File: src/rtl/lsu_byte_sequencer_pkg.sv
// Shared encodings for the byte-serial load/store sequencer: access sizes,
// FSM states and bus widths.
package lsu_byte_sequencer_pkg;

  localparam int ADDR_BUS_WIDTH     = 32;
  localparam int MEM_DATA_BUS_WIDTH = 8;

  typedef enum logic [1:0] {
    SIZE_BYTE = 2'b00,
    SIZE_HALF = 2'b01,
    SIZE_WORD = 2'b10,
    SIZE_RSVD = 2'b11
  } size_e;

  typedef enum logic [1:0] {
    ST_IDLE   = 2'b00,
    ST_ACCESS = 2'b01,
    ST_RESP   = 2'b10
  } state_e;

  // Index of the last byte lane touched by an access of the given size.
  function automatic logic [1:0] last_byte_idx(input size_e size);
    case (size)
      SIZE_BYTE: last_byte_idx = 2'd0;
      SIZE_HALF: last_byte_idx = 2'd1;
      SIZE_WORD: last_byte_idx = 2'd3;
      default:   last_byte_idx = 2'd0;
    endcase
  endfunction

endpackage

File: src/rtl/lsu_load_extend.sv
// Combinational zero/sign extension of assembled load bytes to a full word.
import lsu_byte_sequencer_pkg::*;

module lsu_load_extend #(
  parameter int BYTE_W = MEM_DATA_BUS_WIDTH,
  parameter int WORD_W = 4 * MEM_DATA_BUS_WIDTH
) (
  input  logic [WORD_W-1:0] cap_data,
  input  size_e             size,
  input  logic              sign_en,
  output logic [WORD_W-1:0] ext_data
);

  // Replicate the top bit of the accessed bytes when signed, else zero-fill.
  always_comb begin
    ext_data = cap_data;
    case (size)
      SIZE_BYTE: ext_data = {{(WORD_W-BYTE_W){sign_en & cap_data[BYTE_W-1]}},
                             cap_data[BYTE_W-1:0]};
      SIZE_HALF: ext_data = {{(WORD_W-2*BYTE_W){sign_en & cap_data[2*BYTE_W-1]}},
                             cap_data[2*BYTE_W-1:0]};
      default:   ext_data = cap_data;
    endcase
  end

endmodule

File: src/rtl/lsu_byte_sequencer.sv
// Splits word/half/byte loads and stores into little-endian byte accesses.
// Optional build macro LSU_ALIGN_CHECK_EN rejects misaligned half/word requests.
import lsu_byte_sequencer_pkg::*;

module lsu_byte_sequencer #(
  parameter int ADDR_W = ADDR_BUS_WIDTH,
  parameter int BYTE_W = MEM_DATA_BUS_WIDTH,
  parameter int WORD_W = 4 * MEM_DATA_BUS_WIDTH
) (
  input  logic              clk_in,
  input  logic              reset_in,
  input  logic              req_valid,
  output logic              req_ready,
  input  logic [ADDR_W-1:0] req_addr,
  input  logic              req_we,
  input  logic [1:0]        req_size,
  input  logic              req_signed,
  input  logic [WORD_W-1:0] req_wdata,
  output logic [ADDR_W-1:0] mem_addr,
  output logic              mem_we,
  output logic [BYTE_W-1:0] mem_wd,
  input  logic [BYTE_W-1:0] mem_rd,
  output logic              resp_valid,
  output logic [WORD_W-1:0] resp_rdata,
  output logic              resp_err
);

  state_e              state_r, state_nxt_s;
  logic [ADDR_W-1:0]   addr_r;
  logic                we_r;
  size_e               size_r;
  logic                signed_r;
  logic [WORD_W-1:0]   wdata_r;
  logic [1:0]          k_r;
  logic [WORD_W-1:0]   cap_r, cap_nxt_s, ext_s;
  logic                resp_valid_r, resp_err_r;
  logic [WORD_W-1:0]   resp_rdata_r;
  logic                req_err_s;
  logic [1:0]          last_k_s;

  assign last_k_s = last_byte_idx(size_r);

  // Decide whether an incoming request is rejected without touching memory.
  always_comb begin
    req_err_s = (req_size == SIZE_RSVD);
`ifdef LSU_ALIGN_CHECK_EN
    if (req_size == SIZE_HALF && req_addr[0] != 1'b0) begin
      req_err_s = 1'b1;
    end else if (req_size == SIZE_WORD && req_addr[1:0] != 2'b00) begin
      req_err_s = 1'b1;
    end else begin
      req_err_s = req_err_s;
    end
`endif
  end

  // Next-state logic.
  always_comb begin
    state_nxt_s = state_r;
    case (state_r)
      ST_IDLE: begin
        if (req_valid) state_nxt_s = req_err_s ? ST_RESP : ST_ACCESS;
        else           state_nxt_s = ST_IDLE;
      end
      ST_ACCESS: begin
        if (k_r == last_k_s) state_nxt_s = ST_RESP;
        else                 state_nxt_s = ST_ACCESS;
      end
      ST_RESP: state_nxt_s = ST_IDLE;
      default: state_nxt_s = ST_IDLE;
    endcase
  end

  // State register.
  always_ff @(posedge clk_in or posedge reset_in) begin
    if (reset_in) state_r <= ST_IDLE;
    else          state_r <= state_nxt_s;
  end

  // Merge this cycle's read byte so the final lane reaches the response register.
  always_comb begin
    cap_nxt_s = cap_r;
    cap_nxt_s[int'(k_r)*BYTE_W +: BYTE_W] = mem_rd;
  end

  lsu_load_extend #(.BYTE_W(BYTE_W), .WORD_W(WORD_W)) u_extend (
    .cap_data (cap_nxt_s),
    .size     (size_r),
    .sign_en  (signed_r),
    .ext_data (ext_s)
  );

  // Request capture, byte counter, load capture and registered response.
  always_ff @(posedge clk_in or posedge reset_in) begin
    if (reset_in) begin
      addr_r       <= {ADDR_W{1'b0}};
      we_r         <= 1'b0;
      size_r       <= SIZE_BYTE;
      signed_r     <= 1'b0;
      wdata_r      <= {WORD_W{1'b0}};
      k_r          <= 2'd0;
      cap_r        <= {WORD_W{1'b0}};
      resp_valid_r <= 1'b0;
      resp_err_r   <= 1'b0;
      resp_rdata_r <= {WORD_W{1'b0}};
    end else begin
      case (state_r)
        ST_IDLE: begin
          if (req_valid) begin
            addr_r       <= req_addr;
            we_r         <= req_we;
            size_r       <= size_e'(req_size);
            signed_r     <= req_signed;
            wdata_r      <= req_wdata;
            k_r          <= 2'd0;
            cap_r        <= {WORD_W{1'b0}};
            resp_valid_r <= req_err_s;
            resp_err_r   <= req_err_s;
            resp_rdata_r <= {WORD_W{1'b0}};
          end
        end
        ST_ACCESS: begin
          if (!we_r) cap_r <= cap_nxt_s;
          if (k_r == last_k_s) begin
            k_r          <= 2'd0;
            resp_valid_r <= 1'b1;
            resp_err_r   <= 1'b0;
            resp_rdata_r <= we_r ? {WORD_W{1'b0}} : ext_s;
          end else begin
            k_r <= k_r + 2'd1;
          end
        end
        ST_RESP: begin
          resp_valid_r <= 1'b0;
          resp_err_r   <= 1'b0;
          resp_rdata_r <= {WORD_W{1'b0}};
        end
        default: begin
          k_r          <= 2'd0;
          resp_valid_r <= 1'b0;
          resp_err_r   <= 1'b0;
          resp_rdata_r <= {WORD_W{1'b0}};
        end
      endcase
    end
  end

  // Memory port is driven only while bytes are being transferred.
  always_comb begin
    if (state_r == ST_ACCESS) begin
      mem_addr = addr_r + {{(ADDR_W-2){1'b0}}, k_r};
      mem_we   = we_r;
      mem_wd   = wdata_r[int'(k_r)*BYTE_W +: BYTE_W];
    end else begin
      mem_addr = {ADDR_W{1'b0}};
      mem_we   = 1'b0;
      mem_wd   = {BYTE_W{1'b0}};
    end
  end

  assign req_ready  = (state_r == ST_IDLE);
  assign resp_valid = resp_valid_r;
  assign resp_err   = resp_err_r;
  assign resp_rdata = resp_rdata_r;

endmodule

File: config.mk
export PLATFORM = sky130hd
export DESIGN_NAME = lsu_byte_sequencer
export DESIGN_NICKNAME = d
export VERILOG_FILES = /design/src/rtl/lsu_byte_sequencer_pkg.sv /design/src/rtl/lsu_load_extend.sv /design/src/rtl/lsu_byte_sequencer.sv
export SDC_FILE = /design/constraint.sdc
export NUM_CORES = 1
export LEC_CHECK = 0
export CORE_ASPECT_RATIO = 0.8
export CORE_UTILIZATION = 46
export DETAILED_ROUTE_END_ITERATION = 7
export MAX_ROUTING_LAYER = met4
export PLACE_DENSITY_LB_ADDON = 0.1
export SLEW_MARGIN = 20
export SYNTH_ARGS = -nofsm -noshare
export SYNTH_HDL_FRONTEND = slang
export SYNTH_SLANG_ARGS = --single-unit
File: constraint.sdc
create_clock -name clk_in -period 4 [get_ports clk_in]
set_clock_uncertainty 0.2 [all_clocks]
set_input_delay 0.4 -clock clk_in [delete_from_list [all_inputs] [get_ports clk_in]]
set_output_delay 0.4 -clock clk_in [all_outputs]
set_load 0.01 [all_outputs]
Yosys cells after proc, flatten, opt, wreduce, memory -nomap -nowiden
Index checks and enable logic that the tools add are counted.
- mux-type cells: 24
- bitwise logic cells: 3
- reductions and logical operators: 7
- equality and inequality tests: 9
- shift operators: 3
- add/subtract/negate cells: 3
- operators with widths (kind ; number):
    32-bit one-hot mux with 2 select lines ; 3
    32-bit 2-to-1 mux ; 5
    5-bit negator with 33-bit output ; 1
    8-bit by 33-bit variable shift with 32-bit output, first input constant ; 1
    8-bit by 33-bit variable part select with 32-bit output ; 1
    32-bit by 2-bit adder with 32-bit output ; 1
    32-bit bitwise mux ; 1
    32-bit by 6-bit variable part select with 8-bit output ; 1
    2-bit 2-to-1 mux ; 5
    8-bit 2-to-1 mux ; 1
    2-bit one-hot mux with 2 select lines ; 2
    2-bit == test, second input constant ; 3
    2-bit inequality test, second input constant ; 3
    2-bit one-hot mux with 3 select lines ; 1
    2-bit AND reduction ; 3
    2-bit by 1-bit == test with 1-bit output, second input constant ; 2
    2-bit zero test ; 2
    1-bit 2-to-1 mux ; 4
    1-bit one-hot mux with 2 select lines ; 2
    3-bit AND reduction ; 1
    2-bit by 1-bit adder with 2-bit output, second input constant ; 1
    1-bit bitwise AND ; 2
    2-bit == test ; 1
    2-bit nonzero test ; 1
    1-bit NOT ; 1
- register bits after elaboration: 138
- output and inout bits: 76
- input port bits: 79
- word-level logic and storage cells: 60

Longest topological paths before layout
Gate-level depths: netlist of the first run.
- depth after elaboration: 8
- gate-level depth with buffers: 10
- mapped depth without buffers: 6

Modules after synthesis
Synthesis of the first run repeated with hierarchy kept, for this count alone.
- cell total of the unflattened synthesis: 739
- area total of the unflattened synthesis: 7288.2 sq um
- by module, submodules not included (module ; instances ; sequential area each (sq um) ; cells an instance ; area each (sq um)):
    lsu_byte_sequencer ; 1 ; 3453.3 ; 673 ; 6902.9
    lsu_load_extend ; 1 ; 0.0 ; 66 ; 385.4

Least setup slack after synthesis of the first run
OpenSTA, ideal clock, no wires.
- kind: flip-flop to flip-flop
- start: reg k_r[0]
- end: reg resp_rdata_r[28] (netlist: resp_rdata[28])
- cell stages (with the launch flop): 11
- data arrival time: 2793 ps
- clock period less this slack: 3120 ps
- buffers on the path: 4
- setup time: 127 ps
- setup slack: 880 ps
- data required time: 3673 ps
- cell sequence: dfrtp_1 -> buf_2 -> buf_1 -> inv_1 -> ha_1 -> and4b_1 -> buf_2 -> a22o_1 -> a311oi_2 -> buf_4 -> o21ai_0
- longest elaborated chain between the ends: 8
- elaborated cells on any way between the ends: 13
- those cells by class: 1 x add/sub; 2 x eq/ne; 2 x shift; 5 x mux; 2 x bitwise; 1 x reduce/logical
- ends and longest elaborated chain (item ; line ; RTL):
    start, declared ; lsu_byte_sequencer.sv:34 ; logic [1:0] k_r;
    start signal, assigned ; lsu_byte_sequencer.sv:130 ; k_r <= k_r + 2'd1;
    5-bit negator with 33-bit output ; lsu_byte_sequencer.sv:83 ; cap_nxt_s[int'(k_r)*BYTE_W +: BYTE_W] = mem_rd;
    8-bit by 33-bit variable part select with 32-bit output / 8-bit by 33-bit variable shift with 32-bit output (equally long branches) ; lsu_byte_sequencer.sv:83 ;
    32-bit bitwise mux ; lsu_byte_sequencer.sv:83 ;
    1-bit bitwise AND, on equally long branches ; lsu_load_extend.sv:20, lsu_load_extend.sv:18 ;
    32-bit one-hot mux with 2 select lines ; lsu_load_extend.sv:17 ; case (size)
    32-bit 2-to-1 mux ; lsu_byte_sequencer.sv:128 ; resp_rdata_r <= we_r ? {WORD_W{1'b0}} : ext_s;
    32-bit 2-to-1 mux ; lsu_byte_sequencer.sv:124 ; if (k_r == last_k_s) begin
    32-bit one-hot mux with 2 select lines ; lsu_byte_sequencer.sv:107 ; case (state_r)
    end signal, assigned ; lsu_byte_sequencer.sv:105 ; resp_rdata_r <= {WORD_W{1'b0}};
    end signal, assigned ; lsu_byte_sequencer.sv:128 ;
    end signal, assigned ; lsu_byte_sequencer.sv:136 ; resp_rdata_r <= {WORD_W{1'b0}};
    end, declared ; lsu_byte_sequencer.sv:37 ; logic [WORD_W-1:0] resp_rdata_r;
Several ways; a longest one is shown, not always the timed one. The select of a mux whose other input is x is not followed.
A chain may end at the register's enable or synchronous reset.

Final worst setup path of the first run
- start: reg k_r[1]
- end: out mem_addr[22]
- longest elaborated chain between the ends: 2
- ends and longest elaborated chain (item ; line ; RTL):
    32-bit by 2-bit adder with 32-bit output ; lsu_byte_sequencer.sv:151 ; mem_addr = addr_r + {{(ADDR_W-2){1'b0}}, k_r};
    32-bit 2-to-1 mux ; lsu_byte_sequencer.sv:150 ; if (state_r == ST_ACCESS) begin
    end, declared ; lsu_byte_sequencer.sv:19 ; output logic [ADDR_W-1:0] mem_addr,
No other way between the ends.

==> results of run 1 <==
-- power groups by stage --
| stage | logic (mW) | registers [mW] | clock network [mW] |
|---|---|---|---|
| global route | 3.22 | 2.41 | 1.68 |
| CTS | 2.97 | 2.32 | 1.60 |
| detailed placement | 2.95 | 2.34 | 0 |
| floorplan | 1.81 | 2.27 | 0 |
| finish | 2.96 | 2.33 | 1.59 |
| global placement | 2.89 | 2.31 | 0 |
-- metrics by stage --
step,utilization [%],hold slack (ns)
6_report,63.9,0.278
5_1_grt,63.9,0.296
3_5_place_dp,59.8,0.265
4_1_cts,63.9,0.278
3_3_place_gp,59.8,0.263
2_1_floorplan,-,0.249
-- kinds of logic (layout without fill, tap and decap cells) --
| family | Yosys count | in the layout | share of synthesized area [%] |
|---|---|---|---|
| fa+ha+maj | 11 | 11 | 2.10 |
| xor+xnor | 13 | 13 | 1.64 |
| buf+inv | 55 | 217 | 3.23 |
| simple gates | 180 | 180 | 14.3 |
| compound gates | 166 | 166 | 16.7 |
| mux | 67 | 67 | 12.2 |
| flops | 138 | 138 | 49.9 |
-- area by class of cell --
type / instances / area, µm²
Fill cell: 1102 / 5230
Sequential cell: 138 / 3450
Multi-Input combinational cell: 437 / 3250
Timing Repair Buffer: 168 / 1660
Clock buffer: 19 / 443
Tap cell: 184 / 230
Clock inverter: 13 / 151
Inverter: 17 / 67.6
-- registers in the layout, indices dropped and copies added, names as in the netlist --
name / flops
addr_r: 32
cap_r: 32
resp_rdata: 32
wdata_r: 32
k_r: 2
size_r: 2
state_r: 2
resp_err: 1
resp_valid: 1
signed_r: 1
we_r: 1
-- tightest hold or removal path: cells and delay by family (launching register included) --
family,cells,cell delay (ns)
flip-flops,1,0.34
AND/OR/NAND/NOR,1,0.05
AO/OA/AOI/OAI,1,0.05
-- cell usage after synthesis (4+ instances only) --
library cell  number
dfrtp_1          138
nand2_1           63
mux2_2            58
a21oi_1           34
o21ai_0           29
clkbuf_1          28
o2bb2ai_1         24
o31ai_1           23
nor2_1            19
inv_1             17
nor2b_1           17
a22o_1            15
a22oi_1           15
and2_1            14
or4_1             13
or3_1             11
ha_1              10
nand3_1            9
a211oi_1           8
mux4_2             8
xnor2_1            7
a21o_1             6
xor2_1             6
buf_2              5
nand4_1            5
nor4_1             5
nand2b_1           4
-- layer usage --
metal | global-route usage (%) | share of wire, % | vias up
met4 | 7.04 | 1.3 | 0
met3 | 6.32 | 6.4 | 17
met5 | - | 0 | -
met1 | 37.5 | 48 | 2859
li1 | - | - | 2625
met2 | 37.0 | 44 | 202
-- path summary, 6_finish.rpt --
check / start / endpoint / slack [ns] / cells after the start
min in group asynchronous: reset_in / cap_r[29] / 0.30 / 2
worst min register to register: resp_rdata[21] / resp_rdata[21] / 0.28 / 2
worst max-delay path: k_r[1] / mem_addr[22] / 0.24 / 7
worst max register to register: we_r / resp_rdata[28] / 1.19 / 4
max in group asynchronous: reset_in / wdata_r[24] / 2.37 / 3
worst min-delay path: resp_rdata[21] / resp_rdata[21] / 0.28 / 2
==> flow_metrics.tcl, run 1 <==
set metrics [dict create \
    cp_top_family "simple AND/OR/NAND/NOR gates" \
    path_clk_slew_ns 0.06 \
    cts_hold_buf 0 \
    ys_types 53 \
    fin_ws_ns 0.238 \
    antenna_cells 0 \
    arrival_ns 3.16 \
    finalNetCount 869 \
    hp-class "reg -> reg" \
    core_area_mm2 0.0145 \
    wire_per_inst_um 19.2 \
    vdd_drop_max_mv 0.492 \
    setup_viol 0 \
    post_route_cells_drive_above_1_share_pct 15.4 \
    synthCells 630 \
    hold_viol 0 \
    internal-power_mw 4.33 \
    antenna_found_initial 0 \
    final_antenna_net_count 0 \
    netSwitchingFraction_pct 37.2 \
    vias_per_cell 5.84 \
    drt-initial-drc-count 442 \
    cts-root-buf "clkbuf_16" \
    slowest_delay_ns 0.55 \
    fin_cells 976 \
    gp_congestion 0.863 \
    critPathBufInv 2 \
    post-cts-setup-buffer-count 0 \
    synthToLayoutAreaGrowth_pct 33.7 \
    synth_top_area_share_pct 49.9 \
    leakage_nw 3.73 \
    synth-edff-count 0 \
    grt_setup_unrepaired "no" \
    outcome "complete, but fails checks" \
    avgSynthCellArea_um2 11.0 \
    synth_top_cells_by_area "dfrtp_1 (50%), mux2_2 (9.4%), nand2_1 (3.4%)" \
    critical_path_class "reg -> out" \
    slew_viol_final 0 \
    via_count 5703 \
    layout_common_cells "clkdlybuf4s50_1 (154), dfrtp_1 (138), nand2_1 (63), mux2_2 (58), a21oi_1 (34)" \
    dieWidth_um 139 \
    placedCellCount 944 \
    grt_pass1_wl_um 30700 \
    setup.worst_path.end_class "output port" \
    ys_ff_latch 138 \
    p_sw_mw 2.56 \
    pin_count 155 \
    p_total_mw 6.88 \
    firstDrtPassIters 8 \
    grt_max_degree 66 \
    async_flop_share_pct 100 \
    pwr_density_cell_mw_per_mm2 743 \
    power_frac_seq_pct 33.9 \
    yosysTopAreaCell "dfrtp_1" \
    dpl_worst_slack_ns 0.663 \
    worst_setup_path_start_kind "flip-flop" \
    grt_overflow 0 \
    clkPwrFrac_pct 23.1 \
    final.min_clock_period_ns 3.76 \
    cts_buffers 17 \
    io_buffers 154 \
    clk_latency_ns 0.41 \
    final_cell_area_mm2 0.00926 \
    synth_top_flop_cell "dfrtp_1" \
    setup_tns_ns 0 \
    combPwrFrac_pct 43.1 \
    final_common_cell "clkdlybuf4s50_1" \
    clock_sinks 138 \
    tritoncts "done" \
    start_util_pct 47.8 \
    required_ns 3.40 \
    maxCapViolCount 0 \
    worstMarginPinSlew_ns 1.01 \
    h-tree-depth 4 \
    cp_max_fo 14 \
    crit_path_cell_trace "buf_4, fa_1, and4_1, nand2_1, or4_1, a21oi_1, clkdlybuf4s50_1" \
    clockBufferDepth 2 \
    row_count 39 \
    synth_area_mm2 0.00693 \
    die_h_um 112 \
    ys_warn_count 0 \
    ys_seq_area_share_pct 49.9 \
    syn_nets 720 \
    drc 11 \
    finalCritPeriodShare_pct 94.0 \
    violations "DRC" \
    fmax_ghz 0.266 \
    crit_slowest_cell "clkdlybuf4s50_1" \
    postCtsResizedCells 0 \
    postRouteWirelength_um 18700 \
    grt_usage_pct 26.2 \
    placed_cell_area_mm2 0.00866 \
    hpwlAfterDp_um 13100 \
    maxSlewHeadroom_pct 32.9 \
    grt_pass1_vias 5792 \
    die-area_mm2 0.0156 \
]
No activity file was read; power rests on OpenSTA's default activity.
==> run 2: changes to the inputs <==
--- a/config.mk
+++ b/config.mk
@@ -5,9 +5,10 @@
 export SDC_FILE = /design/constraint.sdc
 export NUM_CORES = 1
 export LEC_CHECK = 0
-export CORE_ASPECT_RATIO = 0.8
-export CORE_UTILIZATION = 46
+export CORE_ASPECT_RATIO = 2
+export CORE_UTILIZATION = 50
 export DETAILED_ROUTE_END_ITERATION = 7
+export DONT_BUFFER_PORTS = 1
 export MAX_ROUTING_LAYER = met4
 export PLACE_DENSITY_LB_ADDON = 0.1
 export SLEW_MARGIN = 20
==> flow_metrics.tcl, run 2 (synthesis gave the netlist of run 1 again) <==
set metrics [dict create \
    drt-initial-drc-count 233 \
    core_area_mm2 0.0135 \
    firstDrtPassIters 4 \
    maxSlewHeadroom_pct 30.4 \
    via_count 5340 \
    fin_cells 867 \
    worstMarginPinSlew_ns 1.04 \
    cp_max_fo 15 \
    final.min_clock_period_ns 3.65 \
    slew_viol_final 0 \
    required_ns 3.40 \
    setup_viol 0 \
    placed_cell_area_mm2 0.00706 \
    worst_setup_path_start_kind "flip-flop" \
    cts_buffers 17 \
    finalNetCount 789 \
    cp_top_family "simple AND/OR/NAND/NOR gates" \
    gp_congestion 0.890 \
    crit_slowest_cell "dfrtp_1" \
    vias_per_cell 6.16 \
    p_total_mw 6.31 \
    placedCellCount 758 \
    reg2reg_from "k_r[1]" \
    leakage_nw 3.47 \
    grt_pass1_vias 5737 \
    critPathBufInv 0 \
    clk_latency_ns 0.41 \
    dieWidth_um 85.2 \
    die-area_mm2 0.0144 \
    grt_overflow 0 \
    critical_path_class "reg -> out" \
    antenna_found_initial 0 \
    grt_usage_pct 28.3 \
    die_h_um 168 \
    startpoint "k_r[1]" \
    maxCapViolCount 0 \
    final_common_cell "dfrtp_1" \
    grt_pass1_wl_um 30000 \
    hold_start "mem_rd[5]" \
    hp-class "in -> reg" \
    layout_common_cells "dfrtp_1 (138), dlygate4sd3_1 (77), nand2_1 (63), mux2_2 (58), a21oi_1 (34)" \
    hpwlAfterDp_um 12400 \
    row_count 60 \
    dpl_worst_slack_ns 0.804 \
    setup.worst_path.end_class "output port" \
    post-cts-setup-buffer-count 0 \
    fin_ws_ns 0.350 \
    synthToLayoutAreaGrowth_pct 21.7 \
    wire_per_inst_um 21.3 \
    outcome "completed" \
    vdd_drop_max_mv 0.445 \
    cts_hold_buf 77 \
    post_route_cells_drive_above_1_share_pct 16.9 \
    crit_path_cell_trace "ha_1, a21oi_1, or3_1, nor4_1, mux2i_1" \
    grt_max_degree 139 \
    cts-root-buf "clkbuf_16" \
    final_cell_area_mm2 0.00843 \
    antenna_cells 0 \
    holdWs_ns 0.0144 \
    pwr_density_cell_mw_per_mm2 748 \
    h-tree-depth 4 \
    drc 0 \
    arrival_ns 3.05 \
    postRouteWirelength_um 18500 \
    setup_tns_ns 0 \
    path_clk_slew_ns 0.06 \
    start_util_pct 51.3 \
    pin_count 155 \
    tritoncts "done" \
    post-route-util_pct 62.4 \
    grt_setup_unrepaired "no" \
    slowest_delay_ns 0.63 \
    fmax_ghz 0.274 \
    finalCritPeriodShare_pct 91.3 \
    hold_viol 0 \
    clock_sinks 138 \
    postCtsResizedCells 0 \
    final_antenna_net_count 0 \
    clockBufferDepth 2 \
    io_buffers 0 \
]
==> run 2: changes by cell type in the layout (fill, tap and decap cells not counted), moves of 2 or more <==
cell             delta
clkinv_2            -6
buf_4               -3
clkdlybuf4s50_1   -154
clkinvlp_4          -2
bufinv_16           -2
inv_8               +5
dlygate4sd3_1      +77
inv_6               +7
==> run 2: area by class of cell <==
type,instances,area [µm²]
fillers,1083,5080
repair buffers,88,866
clock buffers,17,425
inverters,17,67.6
clock inverters,15,171
well taps,155,194
flip-flops and latches,138,3450
multi-input cells,437,3250
==> run 2: where the power goes <==
| group | switching (mW) | total (mW) | internal, mW |
|---|---|---|---|
| combinational | 1.35 | 2.31 | 0.959 |
| sequential | 0.509 | 2.41 | 1.90 |
| clock | 0.692 | 1.59 | 0.896 |
| total | 2.55 | 6.31 | 3.76 |
==> run 2: final timing paths <==
kind,cells past startpoint,slack [ns],to
max in group asynchronous,3,2.53,resp_rdata[12]
min in group asynchronous,3,0.44,resp_rdata[6]
setup reg to reg,7,1.08,resp_rdata[19]
setup / recovery,5,0.35,mem_addr[31]
hold / removal,2,0.01,cap_r[5]
hold reg to reg,1,0.28,cap_r[21]
==> run 2: metal layers <==
metal | wire [µm] | global-route usage [%] | share of wire, %
met2 | 10400 | 50.6 | 56
met1 | 6720 | 29.4 | 36
met3 | 699 | 5.41 | 3.8
met5 | 0 | - | 0
met4 | 673 | 13.4 | 3.6
==> run 3: changes to the inputs <==
--- a/config.mk
+++ b/config.mk
@@ -9,6 +9,7 @@
 export CORE_UTILIZATION = 50
 export DETAILED_ROUTE_END_ITERATION = 7
 export DONT_BUFFER_PORTS = 1
+export GPL_ROUTABILITY_DRIVEN = 0
 export MAX_ROUTING_LAYER = met4
 export PLACE_DENSITY_LB_ADDON = 0.1
 export SLEW_MARGIN = 20
==> results of run 3 <==
Final layout, timing and power as in run 2 (identical DEF).
